**src/rtl/hdmi_pkg.sv**
```systemverilog
// Shared types and helpers for the HDMI video source switch.
package hdmi_pkg;

    // Switch controller states
    typedef enum logic [1:0] {
        IDLE    = 2'd0,
        WAIT_VS = 2'd1,
        MUTE    = 2'd2
    } state_e;

    // Width of the mute frame counter
    localparam int unsigned FRM_W = 4;

    // Bits needed to hold values 0..max_val (at least one bit)
    function automatic int unsigned cnt_width(input int unsigned max_val);
        if (max_val < 32'd1) begin
            return 32'd1;
        end
        return $clog2(max_val + 32'd1);
    endfunction

endpackage

```
**src/rtl/hdmi_vs_edge.sv**
```systemverilog
// Registered vsync with a polarity-aware leading-edge pulse.
module hdmi_vs_edge
    import hdmi_pkg::*;
#(
    parameter bit SYNC_POL = 1'b0
) (
    input  logic clk,
    input  logic reset,
    input  logic vs_i,
    input  logic mask_i,
    output logic lead_c_o
);

    logic vs_q;

    // Previous vsync sample, reset to the inactive level
    always_ff @(posedge clk or posedge reset) begin
        if (reset) begin
            vs_q <= ~SYNC_POL;
        end else begin
            vs_q <= vs_i;
        end
    end

    // Inactive -> active transition; masked while vs_q still holds another source
    assign lead_c_o = (vs_i == SYNC_POL) && (vs_q != SYNC_POL) && !mask_i;

endmodule

```
**src/rtl/hdmi_video_switch.sv**
```systemverilog
// N-source video selector that switches on a vsync boundary and mutes
// the output for a number of frames after each switch.
module hdmi_video_switch
    import hdmi_pkg::*;
#(
    parameter int unsigned NUM_SRC     = 2,
    parameter int unsigned RGB_W       = 24,
    parameter int unsigned SEL_W       = (NUM_SRC > 1) ? $clog2(NUM_SRC) : 1,
    parameter bit          SYNC_POL    = 1'b0,
    parameter int unsigned MUTE_FRAMES = 2,
    parameter int unsigned VS_TIMEOUT  = 1048576
) (
    input  logic                       clk,
    input  logic                       reset,
    input  logic [NUM_SRC*RGB_W-1:0]   src_rgb,
    input  logic [NUM_SRC-1:0]         src_hs,
    input  logic [NUM_SRC-1:0]         src_vs,
    input  logic [NUM_SRC-1:0]         src_de,
    input  logic [SEL_W-1:0]           sel_req,
    output logic [RGB_W-1:0]           out_rgb,
    output logic                       out_hs,
    output logic                       out_vs,
    output logic                       out_de,
    output logic                       out_blank,
    output logic [SEL_W-1:0]           sel_cur,
    output logic                       switching
);

    localparam int unsigned TO_W = cnt_width(VS_TIMEOUT);
    localparam logic [TO_W-1:0]  TO_LAST = TO_W'(VS_TIMEOUT - 32'd1);
    localparam logic [TO_W-1:0]  TO_MAX  = {TO_W{1'b1}};
    localparam logic [FRM_W-1:0] FRM_END = FRM_W'(MUTE_FRAMES);

    // Stage 1 registers
    logic [RGB_W-1:0]   s1_rgb_q [NUM_SRC];
    logic [NUM_SRC-1:0] s1_hs_q;
    logic [NUM_SRC-1:0] s1_vs_q;
    logic [NUM_SRC-1:0] s1_de_q;

    // Selected-source view of stage 1
    logic [RGB_W-1:0] sel_rgb_c;
    logic             sel_hs_c;
    logic             sel_vs_c;
    logic             sel_de_c;

    // Controller state
    state_e           state_q,     state_d;
    logic [SEL_W-1:0] tgt_q,       tgt_d;
    logic [SEL_W-1:0] sel_cur_q,   sel_cur_d;
    logic [TO_W-1:0]  to_cnt_q,    to_cnt_d;
    logic [FRM_W-1:0] frm_cnt_q,   frm_cnt_d;
    logic             sel_chg_q,   sel_chg_d;
    logic             switching_q, switching_d;

    logic lead_c;
    logic req_ok_c;
    logic pass_c;

    // Stage 2 output registers
    logic [RGB_W-1:0] out_rgb_q;
    logic             out_hs_q;
    logic             out_vs_q;
    logic             out_de_q;
    logic             out_blank_q;

    // Capture every source unconditionally
    always_ff @(posedge clk or posedge reset) begin
        if (reset) begin
            for (int i = 0; i < int'(NUM_SRC); i++) begin
                s1_rgb_q[i] <= '0;
            end
            s1_hs_q <= {NUM_SRC{~SYNC_POL}};
            s1_vs_q <= {NUM_SRC{~SYNC_POL}};
            s1_de_q <= '0;
        end else begin
            for (int i = 0; i < int'(NUM_SRC); i++) begin
                s1_rgb_q[i] <= src_rgb[i*RGB_W +: RGB_W];
            end
            s1_hs_q <= src_hs;
            s1_vs_q <= src_vs;
            s1_de_q <= src_de;
        end
    end

    // Route the currently selected source out of stage 1
    always_comb begin
        sel_rgb_c = '0;
        sel_hs_c  = ~SYNC_POL;
        sel_vs_c  = ~SYNC_POL;
        sel_de_c  = 1'b0;
        for (int i = 0; i < int'(NUM_SRC); i++) begin
            if (sel_cur_q == SEL_W'(i)) begin
                sel_rgb_c = s1_rgb_q[i];
                sel_hs_c  = s1_hs_q[i];
                sel_vs_c  = s1_vs_q[i];
                sel_de_c  = s1_de_q[i];
            end
        end
    end

    // Vsync leading edge of the selected source
    hdmi_vs_edge #(
        .SYNC_POL (SYNC_POL)
    ) u_vs_edge (
        .clk      (clk),
        .reset    (reset),
        .vs_i     (sel_vs_c),
        .mask_i   (sel_chg_q),
        .lead_c_o (lead_c)
    );

    // A request is actionable only if it names a different, existing source
    assign req_ok_c = (sel_req != sel_cur_q) && (32'(sel_req) < NUM_SRC);

    // Controller state register
    always_ff @(posedge clk or posedge reset) begin
        if (reset) begin
            state_q     <= IDLE;
            tgt_q       <= '0;
            sel_cur_q   <= '0;
            to_cnt_q    <= '0;
            frm_cnt_q   <= '0;
            sel_chg_q   <= 1'b0;
            switching_q <= 1'b0;
        end else begin
            state_q     <= state_d;
            tgt_q       <= tgt_d;
            sel_cur_q   <= sel_cur_d;
            to_cnt_q    <= to_cnt_d;
            frm_cnt_q   <= frm_cnt_d;
            sel_chg_q   <= sel_chg_d;
            switching_q <= switching_d;
        end
    end

    // Controller next-state logic
    always_comb begin
        state_d   = state_q;
        tgt_d     = tgt_q;
        sel_cur_d = sel_cur_q;
        to_cnt_d  = to_cnt_q;
        frm_cnt_d = frm_cnt_q;
        sel_chg_d = 1'b0;

        case (state_q)
            IDLE: begin
                if (req_ok_c) begin
                    tgt_d    = sel_req;
                    to_cnt_d = '0;
                    state_d  = WAIT_VS;
                end
            end
            WAIT_VS: begin
                // Edge and timeout together still give a single switch
                if (lead_c || (to_cnt_q == TO_LAST)) begin
                    sel_cur_d = tgt_q;
                    frm_cnt_d = '0;
                    sel_chg_d = 1'b1;
                    state_d   = MUTE;
                end else if (to_cnt_q != TO_MAX) begin
                    to_cnt_d = to_cnt_q + TO_W'(1);
                end
            end
            MUTE: begin
                // No timeout here: a dead new source keeps the output muted
                if (lead_c) begin
                    frm_cnt_d = frm_cnt_q + FRM_W'(1);
                    if ((frm_cnt_q + FRM_W'(1)) == FRM_END) begin
                        state_d = IDLE;
                    end
                end
            end
            default: begin
                state_d = IDLE;
            end
        endcase

        switching_d = (state_d != IDLE);
    end

    // Pixels pass only with data enable and outside the mute window
    assign pass_c = sel_de_c && (state_q != MUTE);

    // Stage 2: blank and register the outputs
    always_ff @(posedge clk or posedge reset) begin
        if (reset) begin
            out_rgb_q   <= '0;
            out_hs_q    <= ~SYNC_POL;
            out_vs_q    <= ~SYNC_POL;
            out_de_q    <= 1'b0;
            out_blank_q <= 1'b1;
        end else begin
            out_rgb_q   <= pass_c ? sel_rgb_c : '0;
            out_hs_q    <= sel_hs_c;
            out_vs_q    <= sel_vs_c;
            out_de_q    <= sel_de_c;
            out_blank_q <= ~pass_c;
        end
    end

    assign out_rgb   = out_rgb_q;
    assign out_hs    = out_hs_q;
    assign out_vs    = out_vs_q;
    assign out_de    = out_de_q;
    assign out_blank = out_blank_q;
    assign sel_cur   = sel_cur_q;
    assign switching = switching_q;

endmodule
```
**config.mk**
```make
export PLATFORM = sky130hd
export DESIGN_NAME = hdmi_video_switch
export DESIGN_NICKNAME = d
export VERILOG_FILES = /design/src/rtl/hdmi_pkg.sv /design/src/rtl/hdmi_vs_edge.sv /design/src/rtl/hdmi_video_switch.sv
export SDC_FILE = /design/constraint.sdc
export NUM_CORES = 1
export LEC_CHECK = 0
export CELL_PAD_IN_SITES_DETAIL_PLACEMENT = 1
export CELL_PAD_IN_SITES_GLOBAL_PLACEMENT = 1
export CORE_ASPECT_RATIO = 0.7
export CORE_MARGIN = 2
export CORE_UTILIZATION = 40
export CTS_CLUSTER_DIAMETER = 30
export DETAILED_ROUTE_END_ITERATION = 10
export GPL_TIMING_DRIVEN = 0
export HOLD_SLACK_MARGIN = 0.08
export PLACE_DENSITY_LB_ADDON = 0.1
export SLEW_MARGIN = 40
export SYNTH_ARGS = -nofsm -noshare
export SYNTH_HDL_FRONTEND = slang
export SYNTH_SLANG_ARGS = --single-unit
```
**constraint.sdc**
```tcl
create_clock -name clk -period 3.6 [get_ports clk]
set_input_delay 0.36 -clock clk [delete_from_list [all_inputs] [get_ports clk]]
set_output_delay 0.36 -clock clk [all_outputs]
set_load 0.05 [all_outputs]
```
==> run_results.csv, run 1 <==
group,metric,value,unit
outcome,outcome,"finished, final reports clean",
pwr,p_switching,1.74,mW
route,vias,3009,
yosys,ys_ff_latch,113,
critical_path,path_class,"reg2reg",
yosys,ys.flop_type,"dfrtp_1",
clock_tree,clk_path_buf_depth,2,
finish,drive_above_1_share,12.2,%
yosys,synthTopCellsByArea,"dfrtp_1 62%, mux2i_1 6.1%, dfstp_2 4.3%",
pwr,clockPowerShare,34.3,%
clock_tree,cts_num_sinks,113,
critical_path,cp_slowest_cell,"dfrtp_1",
yosys,syn_area,0.00425,mm^2
pwr,leakagePower,2.57,nW
global_route,met3_usage,6.87,%
die,core-area,0.0104,mm^2
sta,finalMaxSlewViolations,0,
die,die_w,127,um
yosys,synth_top_area_share,62.4,%
sta,hold_slack,0.305,ns
route,drt_wl_total,10300,um
clock_tree,path_clk_slew,0.06,ns
yosys,ys_seq_area_share,66.7,%
pwr,seqPwrFrac,33.2,%
sta,max_freq,0.442,GHz
critical_path,critPathMaxStageDelay,0.42,ns
sta,setup_viol,0,
route,viasPerCell,5.09,
critical_path,end_kind,"flop",
critical_path,worstPathCellList,"inv_1 > ha_1 > buf_2 > nor2_1 > a31oi_2 > nand2_1 > buf_2 > o41ai_1 > a21oi_1",
yosys,synth.net_count,404,
clock_tree,hold_buffers,0,
global_route,grt_overflow_total,0,
die,dieHeight,90.3,um
clock_tree,clk_latency,0.41,ns
route,drt_iter0_drc,157,
die,num_rows,31,
placement,dp_hpwl,7060,um
finish,final_util,56.9,%
yosys,syn_inst,340,
placement,portBuffers,86,
critical_path,crit_start,"state_q[1]$_DFF_PP0_",
route,final_antenna_net_count,0,
global_route,antenna_found_initial,0,
global_route,grt_pass1_vias,3324,
finish,area_growth,38.5,%
yosys,yosysUniqueCellTypes,41,
clock_tree,cts_tree,"done",
die,initial_core_util,41.1,%
finish,antenna_cells,0,
global_route,track_usage,19.9,%
clock_tree,cts_buffers,17,
sta,final.period_utilization,62.9,%
critical_path,worstPathRequired,3.86,ns
placement,gp_congestion,0.782,
route,avgRoutedWirePerCell,17.5,um
finish,finalNonFillerCells,591,
yosys,synth-edff-count,0,
clock_tree,postCtsSetupRepairBufs,0,
global_route,grtUsageMet2,31.6,%
critical_path,crit_top_cell,"buf_2",
route,dr.pass1.iters,4,
global_route,grt_first_pass_wirelength,17300,um
yosys,ys_async_sr_fraction,100,%
flow_run,maxCapViolations,0,
sta,rsz0062_at_grt,"false",
clock_tree,htreeDepth,4,
die,io_pins,87,
critical_path,critPathLaunchType,"flop",
sta,worst_pin_slew,0.784,ns
critical_path,r2r_slack,1.34,ns
pwr,p_per_area,803,mW/mm^2
global_route,grt_use_met1,25.0,%
finish,layout.nets,510,
clock_tree,ctsResizeCount,0,
yosys,yosys.area.top_type,"dfrtp_1",
critical_path,cp_max_fo,10,
route,drc,0,
die,die_area,0.0115,mm^2
sta,fin_crit,2.26,ns
clock_tree,clock_tree.root_cell,"clkbuf_16",
yosys,postSynthAreaPerCell,12.5,um^2
critical_path,crit_arrival,2.52,ns
pwr,p_int,2.99,mW
placement,numPlacedInstances,559,
pwr,p_sw_share,36.8,%
sta,maxSlewHeadroom,47.7,%
global_route,top_usage_layer,"met2",
pwr,pwr-share-comb,32.5,%
pwr,peakVddDrop,496,uV
critical_path,r2r_start,"state_q[1]$_DFF_PP0_",
yosys,yosysWarnings,0,
hold_path,hp-class,"in2async",
sta,hold_violations,0,
global_route,grt_max_degree,82,
sta,fin_skew,0.0134,ns
cells in the mapped netlist, types with 2 or more instances:
cell type,n
or4_1,5
clkbuf_1,3
mux2i_1,26
buf_2,7
a21oi_1,18
o21ai_0,21
o22ai_1,3
buf_1,2
mux2_2,3
a211oi_1,2
nor3_1,2
ha_1,7
nand2_1,19
nand4_1,7
and4_1,6
o41ai_1,2
and2_1,2
or3_1,11
o31ai_1,4
xnor2_1,3
dfrtp_1,106
nand3_1,11
inv_1,11
nand2b_1,5
nor2_1,32
dfstp_2,7
registers in the layout, summed over array words and instances (netlist names), 2 cells and up:
| register | cells |
|---|---|
| s1_rgb_q | 48 |
| out_rgb | 24 |
| frm_cnt_q | 4 |
| state_q | 2 |
| s1_hs_q | 2 |
| s1_vs_q | 2 |
| s1_de_q | 2 |
| to_cnt_q | 21 |
power groups by stage:
stage	sequential [mW]	combinational, mW	clock [mW]
floorplan	2.02	0.560	0
global placement	1.58	1.51	0
detailed placement	1.59	1.54	0
CTS	1.57	1.56	1.65
global route	1.59	1.66	1.71
finish	1.57	1.54	1.62
worst paths after layout:
check                                           to  cells past startpoint
max reg2reg                to_cnt_q[8]$_DFFE_PP0P_                      9
min                          s1_rgb_q[2]$_DFF_PP0_                      2
min in group clk              s1_hs_q[1]$_DFF_PP1_                      1
min reg2reg                   out_rgb[6]$_DFF_PP0_                      2
max                        to_cnt_q[8]$_DFFE_PP0P_                      9
max in group asynchronous      out_blank$_DFF_PP1_                      3
layer usage:
metal	wire [um]	part of all wire (%)
met5	0	0
met1	4540	44
met4	122	1.2
met2	5130	50
met3	557	5.4
worst max-delay path: cells and delay by family (launching register included):
family                     cells  cell delay [ns]
adders and majority gates      1             0.15
DFF                            1             0.42
AOI/OAI and AO/OA              3             0.70
and+or+nand+nor                2             0.27
buffers and inverters          3             0.56
stage by stage:
stage	setup TNS, ns	setup WS [ns]	area (um^2)	power [mW]
after detailed placement	0	1.25	5310	3.13
after global placement	-140.49	-1.32	5280	3.09
after global routing	0	1.11	5890	4.96
after CTS	0	1.29	5890	4.79
after floorplan	0	0.264	4250	2.58
final	0	1.34	5890	4.73
area by class of cell:
cell class	count	area, um^2
Buffer	12	53.8
Clock buffer	19	453
Clock inverter	13	125
Fill cell	1068	4460
Inverter	11	48.8
Multi-Input combinational cell	204	1320
Sequential cell	113	2840
Tap cell	132	165
Timing Repair Buffer	87	888
cells in the final DEF, fill, tap and decap left out, drive strengths merged, types with 10 or more instances in the layout:
master and n:
a21oi 18, buf 10, clkbuf 22, clkdlybuf4s50 86, dfrtp 106, inv 17
mux2i 26, nand2 19, nand3 11, nor2 32, o21ai 21, or3 11
kinds of logic (layout without fill, tap and decap cells):
family	Yosys count	after routing	synth area share, %
mux	29	29	6.91
buf+inv	23	142	2.24
compound gates	59	59	8.36
flops	113	113	66.7
fa+ha+maj	7	7	2.06
xor+xnor	4	4	0.824
simple gates	105	105	12.9
(Power assumes the default switching activity.)
==> run 2, diff against run 1 <==
==> constraint.sdc (replaced) <==
create_clock -name clk -period 2.3 [get_ports clk]
set_input_delay 0.23 -clock clk [delete_from_list [all_inputs] [get_ports clk]]
set_output_delay 0.23 -clock clk [all_outputs]
set_load 0.05 [all_outputs]
==> run 2 against run 1 <==
  * Final cell count grew 0.68%
  * Utilization grew 1.6 points
  * Worst hold slack lost 0.11 ns
==> run_results.csv, run 2 (synthesis results as in run 1) <==
group,metric,value,unit
outcome,outcome,"finished, final reports clean",
route,vias,3091,
sta,hold_slack,0.197,ns
critical_path,crit_end,"to_cnt_q[3]$_DFFE_PP0P_",
route,drt_iter0_drc,119,
sta,post-route-worst-setup-slack,0.0897,ns
route,final_antenna_net_count,0,
critical_path,end_kind,"flop",
die,die_area,0.0115,mm^2
sta,setup_viol,0,
die,initial_core_util,41.1,%
critical_path,r2r_slack,0.09,ns
placement,dp_hpwl,7430,um
clock_tree,cts_buffers,17,
placement,placed_area,0.00541,mm^2
clock_tree,clock_tree.root_cell,"clkbuf_16",
finish,layout_commonest_cell,"dfrtp_1",
die,core-area,0.0104,mm^2
clock_tree,hold_buffers,0,
finish,post-route-cell-area,0.00606,mm^2
global_route,grt_overflow_total,0,
sta,fin_skew,0.0246,ns
sta,setup_tns,0,ns
critical_path,r2r_start,"state_q[1]$_DFF_PP0_",
global_route,grt_max_degree,25,
clock_tree,clk_latency,0.42,ns
clock_tree,path_clk_slew,0.06,ns
placement,gp_congestion,0.748,
die,dieHeight,90.3,um
clock_tree,htreeDepth,4,
die,num_rows,31,
route,drt_wl_total,11100,um
sta,worst_pin_slew,0.753,ns
critical_path,crit_start,"state_q[1]$_DFF_PP0_",
sta,hold_violations,0,
global_route,track_usage,21.0,%
global_route,antenna_found_initial,0,
sta,finalMaxSlewViolations,0,
finish,largest_register,"s1_rgb_q",
critical_path,worstPathRequired,2.64,ns
die,io_pins,87,
pwr,power,7.63,mW
critical_path,path_class,"reg2reg",
critical_path,r2r_cells,9,
die,die_w,127,um
clock_tree,clk_path_buf_depth,2,
flow_run,maxCapViolations,0,
critical_path,critPathLaunchType,"flop",
placement,post-place-ws,0.0126,ns
clock_tree,cts_num_sinks,113,
sta,fin_crit,2.21,ns
route,viasPerCell,5.19,
critical_path,cp_max_fo,10,
placement,portBuffers,86,
critical_path,r2r-end,"to_cnt_q[3]$_DFFE_PP0P_",
global_route,grt_pass1_vias,3541,
route,dr.pass1.iters,4,
route,drc,0,
critical_path,crit_arrival,2.55,ns
finish,drive_above_1_share,14.5,%
finish,area_growth,42.4,%
finish,layout.nets,514,
hold_path,hp-class,"in2async",
pwr,p_per_area,1260,mW/mm^2
sta,final.period_utilization,96.1,%
route,avgRoutedWirePerCell,18.7,um
pwr,peakVddDrop,636,uV
finish,antenna_cells,0,
sta,max_freq,0.452,GHz
finish,largest_reg_flops,48,
sta,maxSlewHeadroom,49.8,%
finish,layout_common_cells,"106 x dfrtp_1, 86 x clkdlybuf4s50_1, 32 x nor2_1",
clock_tree,cts_tree,"done",
pwr,leakagePower,2.62,nW
global_route,grt_first_pass_wirelength,18100,um
-- run 2: cell types whose count changed in the layout (fill, tap and decap cells not counted), moves of 2 or more --
cell      previous run  this run
clkinv_4             2         6
clkinv_2             2         0
inv_6                6         3
buf_16               1         4
clkbuf_4             0         2
clkbuf_8             2         0
buf_2                7         5
-- run 2: worst min path at each step --
stage                                   endpoint  slack [ns]  cells past startpoint
after floorplan             s1_hs_q[0]$_DFF_PP1_        0.23                      0
after global placement      out_rgb[9]$_DFF_PP0_        0.47                      2
after detailed placement   out_rgb[10]$_DFF_PP0_        0.48                      2
after CTS                  s1_rgb_q[9]$_DFF_PP0_        0.20                      2
after global routing        s1_vs_q[1]$_DFF_PP1_        0.21                      1
final                     s1_rgb_q[27]$_DFF_PP0_        0.20                      2
-- run 2: area by class of cell --
class                      instances  area, um^2
fill                            1077        4300
inverter                          11        45.0
tap                              132         165
timing repair buffer              91         986
multi-input combinational        204        1360
clock buffer                      17         425
sequential                       113        2840
buffer                            12        60.1
clock inverter                    15         176
-- run 2: repair_timing --
action	4_1_cts	5_1_grt
setup buffers	0	0
gates resized for setup	2	10
cloned	0	0
pin swaps	0	0
setup endpoints to repair	10	21
-- run 2: critical path, cell delays in order (launching register included) --
cell and delay, ns:
dfrtp_1 0.44, inv_2 0.08, ha_1 0.18, clkbuf_4 0.19
and4_1 0.25, nand3_1 0.12, nor2_1 0.09, buf_2 0.20
or4_1 0.42, a21oi_1 0.16
-- run 2: power breakdown --
group	internal, mW	total, mW	leakage (nW)	switching, mW
Clock	1.63	2.65	0.288	1.02
Combinational	0.860	2.51	0.933	1.65
Sequential	2.30	2.48	1.40	0.174
Total	4.79	7.63	2.62	2.84
-- run 2: layer usage --
layer / share of wire (%) / up-vias / GRT usage, %
li1: - / 1424 / -
met1: 43 / 1586 / 25.5
met2: 51 / 69 / 35.2
met3: 4.5 / 12 / 7.11
met4: 1.3 / 0 / 7.33
met5: 0 / - / 0
-- run 2: per-stage QoR --
| stage | instances | utilization (%) |
|---|---|---|
| 2_1_floorplan | 340 | - |
| 3_3_place_gp | 558 | 51.0 |
| 3_5_place_dp | 563 | 52.2 |
| 4_1_cts | 595 | 58.1 |
| 5_1_grt | 595 | 58.5 |
| 6_report | 595 | 58.5 |
